`src/rtl/mbisr_repair_alloc.sv`:
```
// -----------------------------------------------------------------------------
// mbisr_repair_alloc
//
// Redundancy allocation and address remap stage that sits downstream of the
// MBIST controller. While a test runs, unique failing row addresses are
// captured into a small spare-row CAM in order of first occurrence. When MBIST
// reports done, the block declares the memory REPAIRED (every fail fits in a
// spare) or UNREPAIRABLE (more distinct fails than spares). In REPAIRED,
// functional accesses that hit a captured row are reported with the spare row
// index that replaces it.
//
// Ports:
//   clk            single clock, all state updates on the rising edge
//   rst            synchronous active-high reset
//   collect_start  one-cycle pulse: clear CAM and start fail collection
//   fail_valid     MBIST fail strobe, one failing read per asserted cycle
//   fail_addr      failing row address, qualified by fail_valid
//   bist_done      MBIST completion, ends collection
//   acc_addr       functional access address to remap
//   busy           high while collecting
//   repair_ok      high in REPAIRED
//   repair_fail    high in UNREPAIRABLE
//   spare_used     number of valid CAM entries (saturates at SPARES)
//   remap_hit      registered: acc_addr hit a repaired row
//   remap_idx      registered: spare index for the hit, 0 otherwise
// -----------------------------------------------------------------------------
module mbisr_repair_alloc #(
  parameter  int ADDR_W = 5,
  parameter  int SPARES = 4,
  parameter  int CNT_W  = $clog2(SPARES + 1),
  localparam int IDX_W  = (SPARES > 1) ? $clog2(SPARES) : 1
) (
  input  logic              clk,
  input  logic              rst,
  input  logic              collect_start,
  input  logic              fail_valid,
  input  logic [ADDR_W-1:0] fail_addr,
  input  logic              bist_done,
  input  logic [ADDR_W-1:0] acc_addr,
  output logic              busy,
  output logic              repair_ok,
  output logic              repair_fail,
  output logic [CNT_W-1:0]  spare_used,
  output logic              remap_hit,
  output logic [IDX_W-1:0]  remap_idx
);

  typedef enum logic [1:0] {
    IDLE         = 2'd0,
    COLLECT      = 2'd1,
    REPAIRED     = 2'd2,
    UNREPAIRABLE = 2'd3
  } state_e;

  localparam logic [CNT_W-1:0] SPARES_C = CNT_W'(SPARES);

  state_e             state_q, state_d;
  logic [ADDR_W-1:0]  entry_q [SPARES];
  logic [ADDR_W-1:0]  entry_d [SPARES];
  logic [SPARES-1:0]  valid_q, valid_d;
  logic [CNT_W-1:0]   cnt_q, cnt_d;
  logic               ovf_q, ovf_d;
  logic               remap_hit_q, remap_hit_d;
  logic [IDX_W-1:0]   remap_idx_q, remap_idx_d;

  logic               fail_match;
  logic               acc_match;
  logic [IDX_W-1:0]   acc_idx;

  // CAM lookups. Dedupe guarantees at most one valid entry matches any
  // address, so the index search needs no priority resolution.
  always_comb begin
    // NOTE: every variable driven here gets a default first so no path
    // leaves it unassigned, which would otherwise infer a latch.
    fail_match = 1'b0;
    acc_match  = 1'b0;
    acc_idx    = '0;
    for (int i = 0; i < SPARES; i++) begin
      if (valid_q[i] && (entry_q[i] == fail_addr)) begin
        fail_match = 1'b1;
      end
      if (valid_q[i] && (entry_q[i] == acc_addr)) begin
        acc_match = 1'b1;
        acc_idx   = IDX_W'(i);
      end
    end
  end

  // Next-state, CAM update and remap.
  always_comb begin
    state_d     = state_q;
    entry_d     = entry_q;
    valid_d     = valid_q;
    cnt_d       = cnt_q;
    ovf_d       = ovf_q;
    remap_hit_d = 1'b0;
    remap_idx_d = '0;

    if (collect_start) begin
      // Restart wins over any fail or done strobe in the same cycle.
      state_d = COLLECT;
      valid_d = '0;
      cnt_d   = '0;
      ovf_d   = 1'b0;
    end else if (state_q == COLLECT) begin
      if (fail_valid && !fail_match) begin
        if (cnt_q < SPARES_C) begin
          for (int i = 0; i < SPARES; i++) begin
            if (CNT_W'(i) == cnt_q) begin
              entry_d[i] = fail_addr;
              valid_d[i] = 1'b1;
            end
          end
          cnt_d = cnt_q + CNT_W'(1);
        end else begin
          ovf_d = 1'b1;
        end
      end
      // A fail in the done cycle is already folded into ovf_d here.
      if (bist_done) begin
        state_d = ovf_d ? UNREPAIRABLE : REPAIRED;
      end
    end

    // Remap uses the registered state, so the first lookup is the edge after
    // REPAIRED has been entered.
    if ((state_q == REPAIRED) && acc_match) begin
      remap_hit_d = 1'b1;
      remap_idx_d = acc_idx;
    end
  end

  always_ff @(posedge clk) begin
    // NOTE: sequential state uses non-blocking assignments so every flop
    // samples its _d value from before this edge.
    if (rst) begin
      state_q     <= IDLE;
      valid_q     <= '0;
      cnt_q       <= '0;
      ovf_q       <= 1'b0;
      remap_hit_q <= 1'b0;
      remap_idx_q <= '0;
    end else begin
      state_q     <= state_d;
      valid_q     <= valid_d;
      cnt_q       <= cnt_d;
      ovf_q       <= ovf_d;
      remap_hit_q <= remap_hit_d;
      remap_idx_q <= remap_idx_d;
    end
  end

  // NOTE: CAM address storage is deliberately not reset; the valid bits
  // qualify every read, so stale contents are never observed.
  always_ff @(posedge clk) begin
    entry_q <= entry_d;
  end

  assign busy        = (state_q == COLLECT);
  assign repair_ok   = (state_q == REPAIRED);
  assign repair_fail = (state_q == UNREPAIRABLE);
  assign spare_used  = cnt_q;
  assign remap_hit   = remap_hit_q;
  assign remap_idx   = remap_idx_q;

endmodule
```
`config.mk`:
```
export PLATFORM = sky130hd
export DESIGN_NAME = mbisr_repair_alloc
export DESIGN_NICKNAME = d
export VERILOG_FILES = /design/src/rtl/mbisr_repair_alloc.sv
export SDC_FILE = /design/constraint.sdc
export NUM_CORES = 1
export LEC_CHECK = 0
export ABC_AREA = 1
export CORE_UTILIZATION = 49
export CTS_CLUSTER_DIAMETER = 30
export CTS_CLUSTER_SIZE = 8
export DETAILED_ROUTE_END_ITERATION = 8
export PLACE_DENSITY = 0.74
export SYNTH_ARGS = -nofsm -noshare
export SYNTH_HDL_FRONTEND = slang
export SYNTH_SLANG_ARGS = --single-unit
```
`constraint.sdc`:
```
create_clock -name clk -period 1.6 [get_ports clk]
set_input_delay 0.24 -clock clk [delete_from_list [all_inputs] [get_ports clk]]
set_output_delay 0.24 -clock clk [all_outputs]
set_load 0.005 [all_outputs]
```
==> impl_metrics.prom, run 1 <==
# TYPE chip_impl_metric gauge
chip_impl_info{name="crit_end_category",value="flip-flop"} 1
chip_impl_metric{name="floorplan.core_area",unit="um^2"} 3689
chip_impl_metric{name="synth_cells",unit=""} 244
chip_impl_info{name="cp-start-kind",value="flip-flop"} 1
chip_impl_metric{name="worst-slew-pin-transition",unit="ps"} 527.5
chip_impl_metric{name="worst-endpoint-arrival",unit="ps"} 1810
chip_impl_metric{name="clockBufferDepth",unit=""} 2
chip_impl_metric{name="hold_viol_final",unit=""} 0
chip_impl_metric{name="dpl.hpwl",unit="um"} 3841
chip_impl_metric{name="worst_slew_margin_rel",unit="%"} 64.72
chip_impl_metric{name="grt_max_degree",unit=""} 13
chip_impl_info{name="ys_top_cells_by_count",value="sky130_fd_sc_hd__nand2_1, sky130_fd_sc_hd__inv_1, sky130_fd_sc_hd__nor2_1"} 1
chip_impl_metric{name="syn-mean-instance-area",unit="um^2"} 7.784
chip_impl_metric{name="post_route_cells_drive_above_1_share",unit="%"} 33.63
chip_impl_metric{name="final.min_clock_period",unit="ps"} 1844
chip_impl_info{name="crit_family",value="simple AND/OR/NAND/NOR gates"} 1
chip_impl_metric{name="vdd.ir_drop.worst",unit="V"} 0.0009357
chip_impl_metric{name="fillerInstances",unit=""} 278
chip_impl_metric{name="detailroute.via_count",unit=""} 1935
chip_impl_metric{name="path_depth",unit=""} 6
chip_impl_info{name="grt_setup_unrepaired",value="true"} 1
chip_impl_metric{name="timing.final.crit_share",unit="%"} 115.3
chip_impl_metric{name="ff2ff_path_depth",unit=""} 6
chip_impl_metric{name="ys_warn_count",unit=""} 0
chip_impl_info{name="synth_area_leader_cell",value="sky130_fd_sc_hd__edfxtp_1"} 1
chip_impl_metric{name="worst_slack",unit="ps"} -244.2
chip_impl_metric{name="worstHoldPathCells",unit=""} 1
chip_impl_info{name="hold_class",value="primary input to flip-flop"} 1
chip_impl_metric{name="drt-total-wl",unit="um"} 5378
chip_impl_metric{name="floorplan.initialDensity",unit="%"} 51.49
chip_impl_metric{name="grt_antenna_before_repair",unit=""} 0
chip_impl_metric{name="fin_nets",unit=""} 353
chip_impl_info{name="setup.worst_path.class",value="flip-flop to flip-flop"} 1
chip_impl_metric{name="final_design_area_no_fill",unit="um^2"} 2836
chip_impl_metric{name="avgRoutedWirePerCell",unit="um"} 14.12
chip_impl_metric{name="critical_path_peak_fanout",unit=""} 5
chip_impl_metric{name="max_stage_delay",unit="ps"} 420
chip_impl_metric{name="drv_cap",unit=""} 0
chip_impl_metric{name="placement.io_buffers",unit=""} 23
chip_impl_metric{name="netlist.area_leader.share",unit="%"} 31.62
chip_impl_metric{name="syn-cell-area",unit="um^2"} 1899
chip_impl_metric{name="antennaDiodeCount",unit=""} 0
chip_impl_info{name="yosys_most_used_dff",value="sky130_fd_sc_hd__edfxtp_1"} 1
chip_impl_metric{name="final.setup.tns",unit="ps"} -4567
chip_impl_metric{name="clk_transition_reported_paths",unit="ps"} 70
chip_impl_metric{name="timing.final.max_slew_violations",unit=""} 0
chip_impl_info{name="crit_path_cell_trace",value="buf_4 -> o211ai_2 -> o21ai_2 -> nor2_4 -> nand3_4 -> nor3b_4"} 1
chip_impl_info{name="synth.most_common_cell",value="sky130_fd_sc_hd__nand2_1"} 1
chip_impl_metric{name="totalPowerFinal",unit="W"} 0.001935
chip_impl_metric{name="remaining_drc_errors",unit=""} 0
chip_impl_metric{name="asyncSetResetFlopFracSynth",unit="%"} 0
chip_impl_metric{name="floorplan.io_pins",unit=""} 24
chip_impl_metric{name="area.growth.synth_to_final",unit="%"} 49.34
chip_impl_info{name="worst_path_max_delay_cell",value="sky130_fd_sc_hd__edfxtp_1"} 1
chip_impl_info{name="violations",value="setup timing"} 1
chip_impl_metric{name="grt_overflow_total",unit=""} 0
chip_impl_metric{name="synth.ff_latch_count",unit=""} 33
chip_impl_info{name="clock_tree.root_cell",value="sky130_fd_sc_hd__clkbuf_8"} 1
chip_impl_metric{name="tritoncts.num_buffers",unit=""} 5
chip_impl_metric{name="synthesis.nets",unit=""} 265
chip_impl_metric{name="die_h",unit="um"} 64.26
chip_impl_metric{name="detailedRoute.firstIterationViolations",unit=""} 132
chip_impl_metric{name="gr-usage-all-layers",unit="%"} 26.85
chip_impl_metric{name="ys_types",unit=""} 25
chip_impl_metric{name="post_drt_via_cell_ratio",unit=""} 5.079
chip_impl_metric{name="clock-sinks",unit=""} 33
chip_impl_metric{name="p_per_area",unit="nW/um^2"} 682.1
chip_impl_metric{name="final_antenna_net_count",unit=""} 0
chip_impl_info{name="cts_tree",value="built"} 1
chip_impl_metric{name="clock_latency",unit="ps"} 290
chip_impl_metric{name="first_global_vias",unit=""} 1747
chip_impl_metric{name="global_route_wire_length_before_repair",unit="um"} 7955
chip_impl_metric{name="power.static_leakage",unit="nW"} 1.354
chip_impl_metric{name="die_w",unit="um"} 64.26
chip_impl_metric{name="fmaxAchievable",unit="MHz"} 542.3
chip_impl_metric{name="dp_cells",unit=""} 356
chip_impl_metric{name="firstDrtPassIters",unit=""} 5
chip_impl_metric{name="cp_num_buf_inv",unit=""} 1
chip_impl_metric{name="placement_cell_area",unit="um^2"} 2511
chip_impl_metric{name="gpl.final_weighted_congestion",unit=""} 0.9996
chip_impl_metric{name="floorplan.die_area",unit="um^2"} 4129
chip_impl_info{name="post_synth_main_area_contributors",value="sky130_fd_sc_hd__edfxtp_1, sky130_fd_sc_hd__dfxtp_1, sky130_fd_sc_hd__nand2_1"} 1
chip_impl_info{name="outcome",value="finished, violations left"} 1
chip_impl_metric{name="instances_no_fill",unit=""} 381
chip_impl_metric{name="ys_seq_area_share",unit="%"} 45.32
chip_impl_metric{name="clock_tree.htree_level_count",unit=""} 2
chip_impl_metric{name="fin_worst_skew",unit="ps"} 2.825
chip_impl_metric{name="core_rows",unit=""} 22
chip_impl_metric{name="setup_violations",unit=""} 26
chip_impl_metric{name="synth_edf_count",unit=""} 20
chip_impl_metric{name="cp.required",unit="ps"} 1570
-- flip-flops by register name, indices dropped and copies added (netlist names) --
signal      cells
ovf_q           1
remap_hit       1
spare_used      3
entry_q        20
valid_q         4
state_q         2
remap_idx       2
-- stage by stage --
step | setup WS, ps | util [%] | hold slack, ps
floorplan | -6.177 | - | 309.1
global placement | -718.5 | 68.08 | 455.2
detailed placement | -748.4 | 68.08 | 465.7
CTS | -165.7 | 73.64 | 473.8
global route | -329.0 | 76.90 | 307.7
finish | -244.2 | 76.90 | 304.0
-- routing by layer --
layer  track usage, %  routed length, um  vias to the layer above
li1                 -                  -                      954
met1            33.90               2326                      875
met2            42.76               2505                       86
met3            5.357                363                       20
met4            14.72                182                        0
met5                0                  0                        -
-- cell type report --
cell class,count,area (um^2),area share [%]
multi-input combinational,165,955.9,33.70
sequential,33,868.3,30.61
timing repair buffer,81,664.4,23.42
inverter,46,172.7,6.087
clock buffer,5,68.82,2.426
tap,48,60.06,2.117
clock inverter,3,46.29,1.632
-- what timing repair did --
item,4_1_cts,5_1_grt
resized for setup,15,25
endpoints found under the setup margin,28,32
pin swaps,13,16
buffers inserted,10,8
hold buffers,0,0
-- cells in the final DEF, fill, tap and decap left out, types with 3 or more instances in the layout --
cell and instances:
sky130_fd_sc_hd__nand4_1 4, sky130_fd_sc_hd__a21oi_1 11, sky130_fd_sc_hd__a21oi_2 6, sky130_fd_sc_hd__ha_1 6
sky130_fd_sc_hd__nor3_1 3, sky130_fd_sc_hd__o21ai_2 3, sky130_fd_sc_hd__nor2_2 6, sky130_fd_sc_hd__clkbuf_8 5
sky130_fd_sc_hd__nand3_2 3, sky130_fd_sc_hd__dfxtp_1 11, sky130_fd_sc_hd__nand2_2 3, sky130_fd_sc_hd__o21ai_1 3
sky130_fd_sc_hd__edfxtp_1 20, sky130_fd_sc_hd__o22ai_1 6, sky130_fd_sc_hd__dlygate4sd2_1 4, sky130_fd_sc_hd__nand2_1 65
sky130_fd_sc_hd__o21ai_0 5, sky130_fd_sc_hd__nor2_4 5, sky130_fd_sc_hd__buf_4 57, sky130_fd_sc_hd__xor2_1 4
sky130_fd_sc_hd__clkdlybuf4s50_1 16, sky130_fd_sc_hd__nand3_1 3, sky130_fd_sc_hd__inv_1 36, sky130_fd_sc_hd__nor2_1 20
sky130_fd_sc_hd__inv_2 10
-- path summary, 6_finish.rpt --
| path | startpoint | slack [ps] | to |
|---|---|---|---|
| min reg2reg | ovf_q$_SDFFE_PP0P_ | 470 | ovf_q$_SDFFE_PP0P_ |
| max | entry_q[6]$_DFFE_PP_ | -240 | entry_q[4]$_DFFE_PP_ |
| max reg2reg | entry_q[6]$_DFFE_PP_ | -240 | entry_q[4]$_DFFE_PP_ |
| min | fail_addr[3] | 300 | entry_q[8]$_DFFE_PP_ |
-- cell families (layout without fill, tap and decap cells) --
family | count (synthesis) | after routing | synth area share [%]
XOR/XNOR | 5 | 5 | 2.306
buffers and inverters | 46 | 135 | 9.091
AND/OR/NAND/NOR | 118 | 118 | 28.46
AO/OA/AOI/OAI | 36 | 36 | 10.87
flip-flops | 33 | 33 | 45.32
adder cells (fa/ha/maj) | 6 | 6 | 3.952
-- worst reg2reg max path, delay by kind of cell (launching register included) --
family / cells / cell delay (ps)
AO/OA/AOI/OAI: 2 / 320
buffers and inverters: 1 / 170
AND/OR/NAND/NOR: 3 / 620
flip-flops: 1 / 420
-- where the power goes --
| group | internal (W) | switching, W |
|---|---|---|
| clock | 0.000465 | 0.000314 |
| combinational | 0.000106 | 0.000134 |
| sequential | 0.000908 | 0.00000818 |
| total | 0.00148 | 0.000456 |
Note: power is estimated with default switching activity, not from simulation.
==> inputs of run 2 (changes only) <==
CORE_UTILIZATION = 50   (was 49)
DONT_BUFFER_PORTS = 1   (was not set)
PLACE_DENSITY = 0.67   (was 0.74)
SLEW_MARGIN = 20   (was not set)
==> run 2 against run 1 <==
First-iteration DRC count down 29%. The flow still finishes with violations (setup timing). Largest power group unchanged. Register-to-register slack better by 70 ps. Design area down 15%. Total power down 9.3%. Via count down 10%.
==> impl_metrics.prom, run 2 (synthesis results as in run 1) <==
# TYPE chip_impl_metric gauge
chip_impl_metric{name="detailedRoute.firstIterationViolations",unit=""} 94
chip_impl_metric{name="p_per_area",unit="nW/um^2"} 729.1
chip_impl_info{name="worst_path_max_delay_cell",value="sky130_fd_sc_hd__edfxtp_1"} 1
chip_impl_metric{name="final.setup.tns",unit="ps"} -2634
chip_impl_metric{name="clock-sinks",unit=""} 33
chip_impl_metric{name="vdd.ir_drop.worst",unit="V"} 0.0006726
chip_impl_info{name="hold_class",value="primary input to flip-flop"} 1
chip_impl_metric{name="setup_violations",unit=""} 23
chip_impl_metric{name="clock_latency",unit="ps"} 290
chip_impl_metric{name="fin_nets",unit=""} 309
chip_impl_metric{name="max_stage_delay",unit="ps"} 420
chip_impl_metric{name="hold_viol_final",unit=""} 0
chip_impl_info{name="crit_path_cell_trace",value="inv_1 -> nand2_1 -> nand2_1 -> nor2_1 -> nand3_2 -> nand3_4 -> nor2_4 -> nand3_4 -> nor3b_4"} 1
chip_impl_metric{name="logic_pwr_share",unit="%"} 8.2
chip_impl_info{name="largest_register",value="entry_q"} 1
chip_impl_info{name="grt_setup_unrepaired",value="true"} 1
chip_impl_metric{name="post_drt_via_cell_ratio",unit=""} 5.148
chip_impl_metric{name="clockBufferDepth",unit=""} 2
chip_impl_metric{name="largest_register_ffs",unit=""} 20
chip_impl_metric{name="cp.required",unit="ps"} 1560
chip_impl_metric{name="drt-total-wl",unit="um"} 4659
chip_impl_metric{name="avgRoutedWirePerCell",unit="um"} 13.82
chip_impl_metric{name="timing.reg2reg.setup_slack",unit="ps"} -170
chip_impl_metric{name="internal_power",unit="W"} 0.001355
chip_impl_metric{name="gr-usage-all-layers",unit="%"} 24.81
chip_impl_info{name="cts_tree",value="built"} 1
chip_impl_info{name="cp-start-kind",value="flip-flop"} 1
chip_impl_metric{name="p_sw",unit="W"} 0.0003990
chip_impl_metric{name="grt_max_degree",unit=""} 12
chip_impl_metric{name="floorplan.core_area",unit="um^2"} 3661
chip_impl_metric{name="fin_worst_skew",unit="ps"} 13.09
chip_impl_info{name="crit_end_category",value="flip-flop"} 1
chip_impl_metric{name="floorplan.die_area",unit="um^2"} 4049
chip_impl_metric{name="final.min_clock_period",unit="ps"} 1772
chip_impl_metric{name="drv_cap",unit=""} 0
chip_impl_metric{name="worst-endpoint-arrival",unit="ps"} 1730
chip_impl_metric{name="die_h",unit="um"} 63.64
chip_impl_metric{name="critical_path_peak_fanout",unit=""} 5
chip_impl_metric{name="area.growth.synth_to_final",unit="%"} 26.68
chip_impl_metric{name="clk_transition_reported_paths",unit="ps"} 70
chip_impl_info{name="violations",value="setup timing"} 1
chip_impl_metric{name="grt_antenna_before_repair",unit=""} 0
chip_impl_metric{name="timing.final.crit_share",unit="%"} 110.7
chip_impl_info{name="setup.worst_path.class",value="flip-flop to flip-flop"} 1
chip_impl_metric{name="core_rows",unit=""} 22
chip_impl_info{name="clock_tree.root_cell",value="sky130_fd_sc_hd__clkbuf_8"} 1
chip_impl_metric{name="worst_slew_margin_rel",unit="%"} 78.35
chip_impl_metric{name="fin_worst_hold_slack",unit="ps"} 38.69
chip_impl_metric{name="placement.io_buffers",unit=""} 0
chip_impl_metric{name="multi_input_area",unit="um^2"} 915.9
chip_impl_info{name="most-common-layout-cells",value="sky130_fd_sc_hd__nand2_1, sky130_fd_sc_hd__inv_1, sky130_fd_sc_hd__buf_4, sky130_fd_sc_hd__nor2_1, sky130_fd_sc_hd__edfxtp_1"} 1
chip_impl_metric{name="detailroute.via_count",unit=""} 1735
chip_impl_info{name="outcome",value="finished, violations left"} 1
chip_impl_metric{name="grt_overflow_total",unit=""} 0
chip_impl_metric{name="placement_cell_area",unit="um^2"} 2176
chip_impl_metric{name="fillerInstances",unit=""} 290
chip_impl_metric{name="timing.final.max_slew_violations",unit=""} 0
chip_impl_metric{name="dpl.hpwl",unit="um"} 3467
chip_impl_metric{name="die_w",unit="um"} 63.64
chip_impl_metric{name="power_switching_share",unit="%"} 22.74
chip_impl_metric{name="worst_slack",unit="ps"} -171.9
chip_impl_metric{name="final_antenna_net_count",unit=""} 0
chip_impl_metric{name="firstDrtPassIters",unit=""} 4
chip_impl_metric{name="tritoncts.num_buffers",unit=""} 5
chip_impl_metric{name="gpl.final_weighted_congestion",unit=""} 0.8715
chip_impl_metric{name="final-seq-area",unit="um^2"} 860.8
chip_impl_metric{name="preCtsSetupSlack",unit="ps"} -154.8
chip_impl_metric{name="worst-slew-pin-transition",unit="ps"} 323.5
chip_impl_metric{name="final_design_area_no_fill",unit="um^2"} 2406
chip_impl_metric{name="floorplan.io_pins",unit=""} 24
chip_impl_metric{name="clock_tree.htree_level_count",unit=""} 2
chip_impl_metric{name="remaining_drc_errors",unit=""} 0
chip_impl_metric{name="first_global_vias",unit=""} 1613
chip_impl_metric{name="share_seq_of_total_power",unit="%"} 52.3
chip_impl_metric{name="floorplan.initialDensity",unit="%"} 51.88
chip_impl_metric{name="power_frac_clock",unit="%"} 39.5
chip_impl_metric{name="fmaxAchievable",unit="MHz"} 564.4
chip_impl_metric{name="power.static_leakage",unit="nW"} 1.138
chip_impl_info{name="commonest_non_fill_non_tap_cell_in_the_layout",value="sky130_fd_sc_hd__nand2_1"} 1
chip_impl_metric{name="post_route_cells_drive_above_1_share",unit="%"} 26.64
chip_impl_metric{name="global_route_wire_length_before_repair",unit="um"} 7410
chip_impl_metric{name="antennaDiodeCount",unit=""} 0
[run 2: layer usage]
layer / vias up / global-route usage [%] / routed length [um]
met4: 0 / 11.65 / 148
met1: 800 / 30.59 / 1943
li1: 870 / - / -
met3: 12 / 5.797 / 312
met5: - / 0 / 0
met2: 53 / 40.56 / 2255
[run 2: final timing paths]
kind / depth (start not counted) / endpoint / start
worst min register to register: 2 / ovf_q$_SDFFE_PP0P_ / ovf_q$_SDFFE_PP0P_
worst max-delay path: 9 / entry_q[2]$_DFFE_PP_ / entry_q[16]$_DFFE_PP_
worst min-delay path: 0 / entry_q[13]$_DFFE_PP_ / fail_addr[3]
worst max register to register: 9 / entry_q[2]$_DFFE_PP_ / entry_q[16]$_DFFE_PP_
[run 2: area by class of cell]
cell class / count / share of cell area [%]
multi-input combinational: 165 / 38.07
clock buffer: 7 / 4.004
timing repair buffer: 37 / 12.27
inverter: 46 / 7.176
tap: 48 / 2.496
sequential: 33 / 35.78
clock inverter: 1 / 0.2080
[run 2: power groups by stage]
stage / Clock [W] / Combinational, W / Sequential [W]
6_report: 0.000694 / 0.000143 / 0.000918
5_1_grt: 0.000751 / 0.000158 / 0.000918
4_1_cts: 0.000708 / 0.000131 / 0.000917
3_5_place_dp: 0 / 0.000128 / 0.000936
3_3_place_gp: 0 / 0.000125 / 0.000936
2_1_floorplan: 0 / 0.0000934 / 0.000934
[run 2: worst max-delay path, delay by kind of cell, from the launching register on]
| kind | cells | cell delay (ps) |
|---|---|---|
| flops | 1 | 420 |
| simple gates | 8 | 920 |
| buf+inv | 1 | 100 |
[run 2: stage by stage]
stage | std cells | utilization [%] | power [W]
2_1_floorplan | 244 | - | 0.001028
3_3_place_gp | 319 | 59.43 | 0.001061
3_5_place_dp | 319 | 59.43 | 0.001064
4_1_cts | 331 | 63.33 | 0.001756
5_1_grt | 337 | 65.72 | 0.001827
6_report | 337 | 65.72 | 0.001754
[run 2: repair_timing]
action                                  4_1_cts  5_1_grt
hold buffers                                  0        1
resized for setup                             4       13
setup buffers                                 4        5
pin swaps                                     2        7
endpoints found under the setup margin       20       24
hold endpoints to repair                      0        1
==> inputs of run 3 (changes only) <==
CORE_ASPECT_RATIO = 0.75   (was not set)
==> run 3 against run 2 <==
The run still ends with setup timing left. Clock skew is 7.6 ps lower. Total power up 4.0%. Setup slack better by 15 ps. Sequential cell count unchanged. Highest routed layer unchanged. Fmax rose by 0.83%.
==> impl_metrics.prom, run 3 (synthesis results as in run 1) <==
# TYPE chip_impl_metric gauge
chip_impl_metric{name="clock_tree.htree_level_count",unit=""} 2
chip_impl_info{name="worst_path_max_delay_cell",value="sky130_fd_sc_hd__edfxtp_1"} 1
chip_impl_info{name="violations",value="setup timing"} 1
chip_impl_info{name="clock_tree.root_cell",value="sky130_fd_sc_hd__clkbuf_8"} 1
chip_impl_metric{name="hold_viol_final",unit=""} 0
chip_impl_metric{name="worst-endpoint-arrival",unit="ps"} 1710
chip_impl_metric{name="clk_transition_reported_paths",unit="ps"} 70
chip_impl_metric{name="worst-slew-pin-transition",unit="ps"} 306.4
chip_impl_metric{name="largest_register_ffs",unit=""} 20
chip_impl_info{name="hold_class",value="primary input to flip-flop"} 1
chip_impl_info{name="crit_family",value="simple AND/OR/NAND/NOR gates"} 1
chip_impl_metric{name="timing.final.max_slew_violations",unit=""} 0
chip_impl_metric{name="grt_antenna_before_repair",unit=""} 0
chip_impl_metric{name="ctsHoldBuffers",unit=""} 0
chip_impl_metric{name="timing.final.crit_share",unit="%"} 109.8
chip_impl_metric{name="global_route_wire_length_before_repair",unit="um"} 7486
chip_impl_metric{name="antennaDiodeCount",unit=""} 0
chip_impl_metric{name="p_per_area",unit="nW/um^2"} 745.3
chip_impl_metric{name="avgRoutedWirePerCell",unit="um"} 14.03
chip_impl_metric{name="detailroute.via_count",unit=""} 1703
chip_impl_metric{name="worst_slack",unit="ps"} -157.4
chip_impl_metric{name="final.min_clock_period",unit="ps"} 1757
chip_impl_metric{name="tritoncts.num_buffers",unit=""} 5
chip_impl_metric{name="gr-usage-all-layers",unit="%"} 25.63
chip_impl_metric{name="fin_nets",unit=""} 314
chip_impl_metric{name="post_route_cells_drive_above_1_share",unit="%"} 27.89
chip_impl_info{name="cts_tree",value="built"} 1
chip_impl_metric{name="clockBufferDepth",unit=""} 2
chip_impl_metric{name="max_stage_delay",unit="ps"} 410
chip_impl_metric{name="vdd.ir_drop.worst",unit="V"} 0.0005157
chip_impl_metric{name="area.growth.synth_to_final",unit="%"} 28.92
chip_impl_info{name="crit_path_cell_trace",value="inv_1 -> nand2_1 -> nand2_1 -> nor2_1 -> nand3_2 -> nand3_4 -> nor2_4 -> nand3_4 -> nor3b_4"} 1
chip_impl_metric{name="fin_worst_skew",unit="ps"} 5.456
chip_impl_metric{name="gpl.final_weighted_congestion",unit=""} 0.8990
chip_impl_metric{name="remaining_drc_errors",unit=""} 0
chip_impl_info{name="grt_setup_unrepaired",value="true"} 1
chip_impl_metric{name="dpl.hpwl",unit="um"} 3527
chip_impl_metric{name="grt_max_degree",unit=""} 12
chip_impl_metric{name="final_antenna_net_count",unit=""} 0
chip_impl_metric{name="die_w",unit="um"} 73.17
chip_impl_info{name="most-common-layout-cells",value="sky130_fd_sc_hd__nand2_1, sky130_fd_sc_hd__buf_4, sky130_fd_sc_hd__inv_1, sky130_fd_sc_hd__nor2_1, sky130_fd_sc_hd__edfxtp_1"} 1
chip_impl_metric{name="power.static_leakage",unit="nW"} 1.150
chip_impl_metric{name="worst_slew_margin_rel",unit="%"} 79.50
chip_impl_metric{name="fillerInstances",unit=""} 277
chip_impl_metric{name="clock_latency",unit="ps"} 280
chip_impl_info{name="commonest_non_fill_non_tap_cell_in_the_layout",value="sky130_fd_sc_hd__nand2_1"} 1
chip_impl_metric{name="clock-sinks",unit=""} 33
chip_impl_metric{name="floorplan.die_area",unit="um^2"} 4052
chip_impl_metric{name="core_rows",unit=""} 18
chip_impl_metric{name="die_h",unit="um"} 55.38
chip_impl_info{name="crit_end_category",value="flip-flop"} 1
chip_impl_metric{name="cp_num_buf_inv",unit=""} 1
chip_impl_metric{name="fmaxAchievable",unit="MHz"} 569.0
chip_impl_metric{name="drv_cap",unit=""} 0
chip_impl_metric{name="placement.io_buffers",unit=""} 0
chip_impl_metric{name="floorplan.io_pins",unit=""} 24
chip_impl_info{name="outcome",value="finished, violations left"} 1
chip_impl_info{name="setup.worst_path.class",value="flip-flop to flip-flop"} 1
chip_impl_metric{name="post_drt_via_cell_ratio",unit=""} 4.951
chip_impl_metric{name="detailedRoute.firstIterationViolations",unit=""} 105
chip_impl_metric{name="critical_path_peak_fanout",unit=""} 5
chip_impl_metric{name="totalPowerFinal",unit="W"} 0.001825
chip_impl_metric{name="fin_worst_hold_slack",unit="ps"} 27.09
chip_impl_metric{name="setup_violations",unit=""} 22
chip_impl_metric{name="first_global_vias",unit=""} 1567
chip_impl_metric{name="floorplan.core_area",unit="um^2"} 3446
chip_impl_metric{name="drt-total-wl",unit="um"} 4827
chip_impl_metric{name="firstDrtPassIters",unit=""} 4
chip_impl_info{name="cp-start-kind",value="flip-flop"} 1
chip_impl_info{name="largest_register",value="entry_q"} 1
chip_impl_metric{name="floorplan.initialDensity",unit="%"} 55.12
chip_impl_metric{name="grt_overflow_total",unit=""} 0
chip_impl_metric{name="cp.required",unit="ps"} 1560
run 3: area by class of cell:
cell class                      instances  area, um^2  area share (%)
Sequential cell                        33       860.8           35.16
Tap cell                               50       62.56           2.555
Inverter                               46       172.7           7.052
Clock inverter                          2       33.78           1.380
Multi-Input combinational cell        165       919.6           37.56
Timing Repair Buffer                   42       326.6           13.34
Clock buffer                            6       72.57           2.964
run 3: per-stage QoR:
stage	util, %	setup slack, ps	setup TNS [ps]	instance area [um^2]	instances
detailed placement	63.87	-162.8	-2471	2201	324
global route	71.06	-262.0	-4870	2449	344
CTS	70.37	-137.7	-2046	2425	344
floorplan	-	-6.177	-30.89	1913	244
global placement	63.87	-103.8	-1589	2201	324
finish	71.06	-157.4	-2628	2449	344
run 3: worst paths after layout:
check,start,endpoint,cells past startpoint,slack (ps)
worst max-delay path,entry_q[19]$_DFFE_PP_,entry_q[2]$_DFFE_PP_,9,-160
worst min-delay path,rst,state_q[0]$_SDFFE_PP0P_,1,30
worst max register to register,entry_q[19]$_DFFE_PP_,entry_q[2]$_DFFE_PP_,9,-160
worst min register to register,ovf_q$_SDFFE_PP0P_,ovf_q$_SDFFE_PP0P_,2,470
run 3: where the power goes:
group	switching, W	total, W	leakage, nW	internal (W)
clock	0.000298	0.000757	0.0528	0.000460
combinational	0.0000856	0.000150	0.812	0.0000642
sequential	0.00000846	0.000918	0.285	0.000909
total	0.000392	0.00182	1.15	0.00143
run 3: layer usage:
layer	up-vias	GRT usage, %	share of wire [%]
li1	879	-	-
met1	764	36.18	45
met2	58	37.17	45
met3	2	7.299	8.8
met4	0	9.244	0.48
met5	-	0	0
run 3: what timing repair did:
| item | CTS | global route |
|---|---|---|
| endpoints found under the setup margin | 20 | 29 |
| gates resized for setup | 9 | 10 |
| pin swaps | 7 | 11 |
| buffers inserted | 12 | 6 |
| cloned | 0 | 0 |
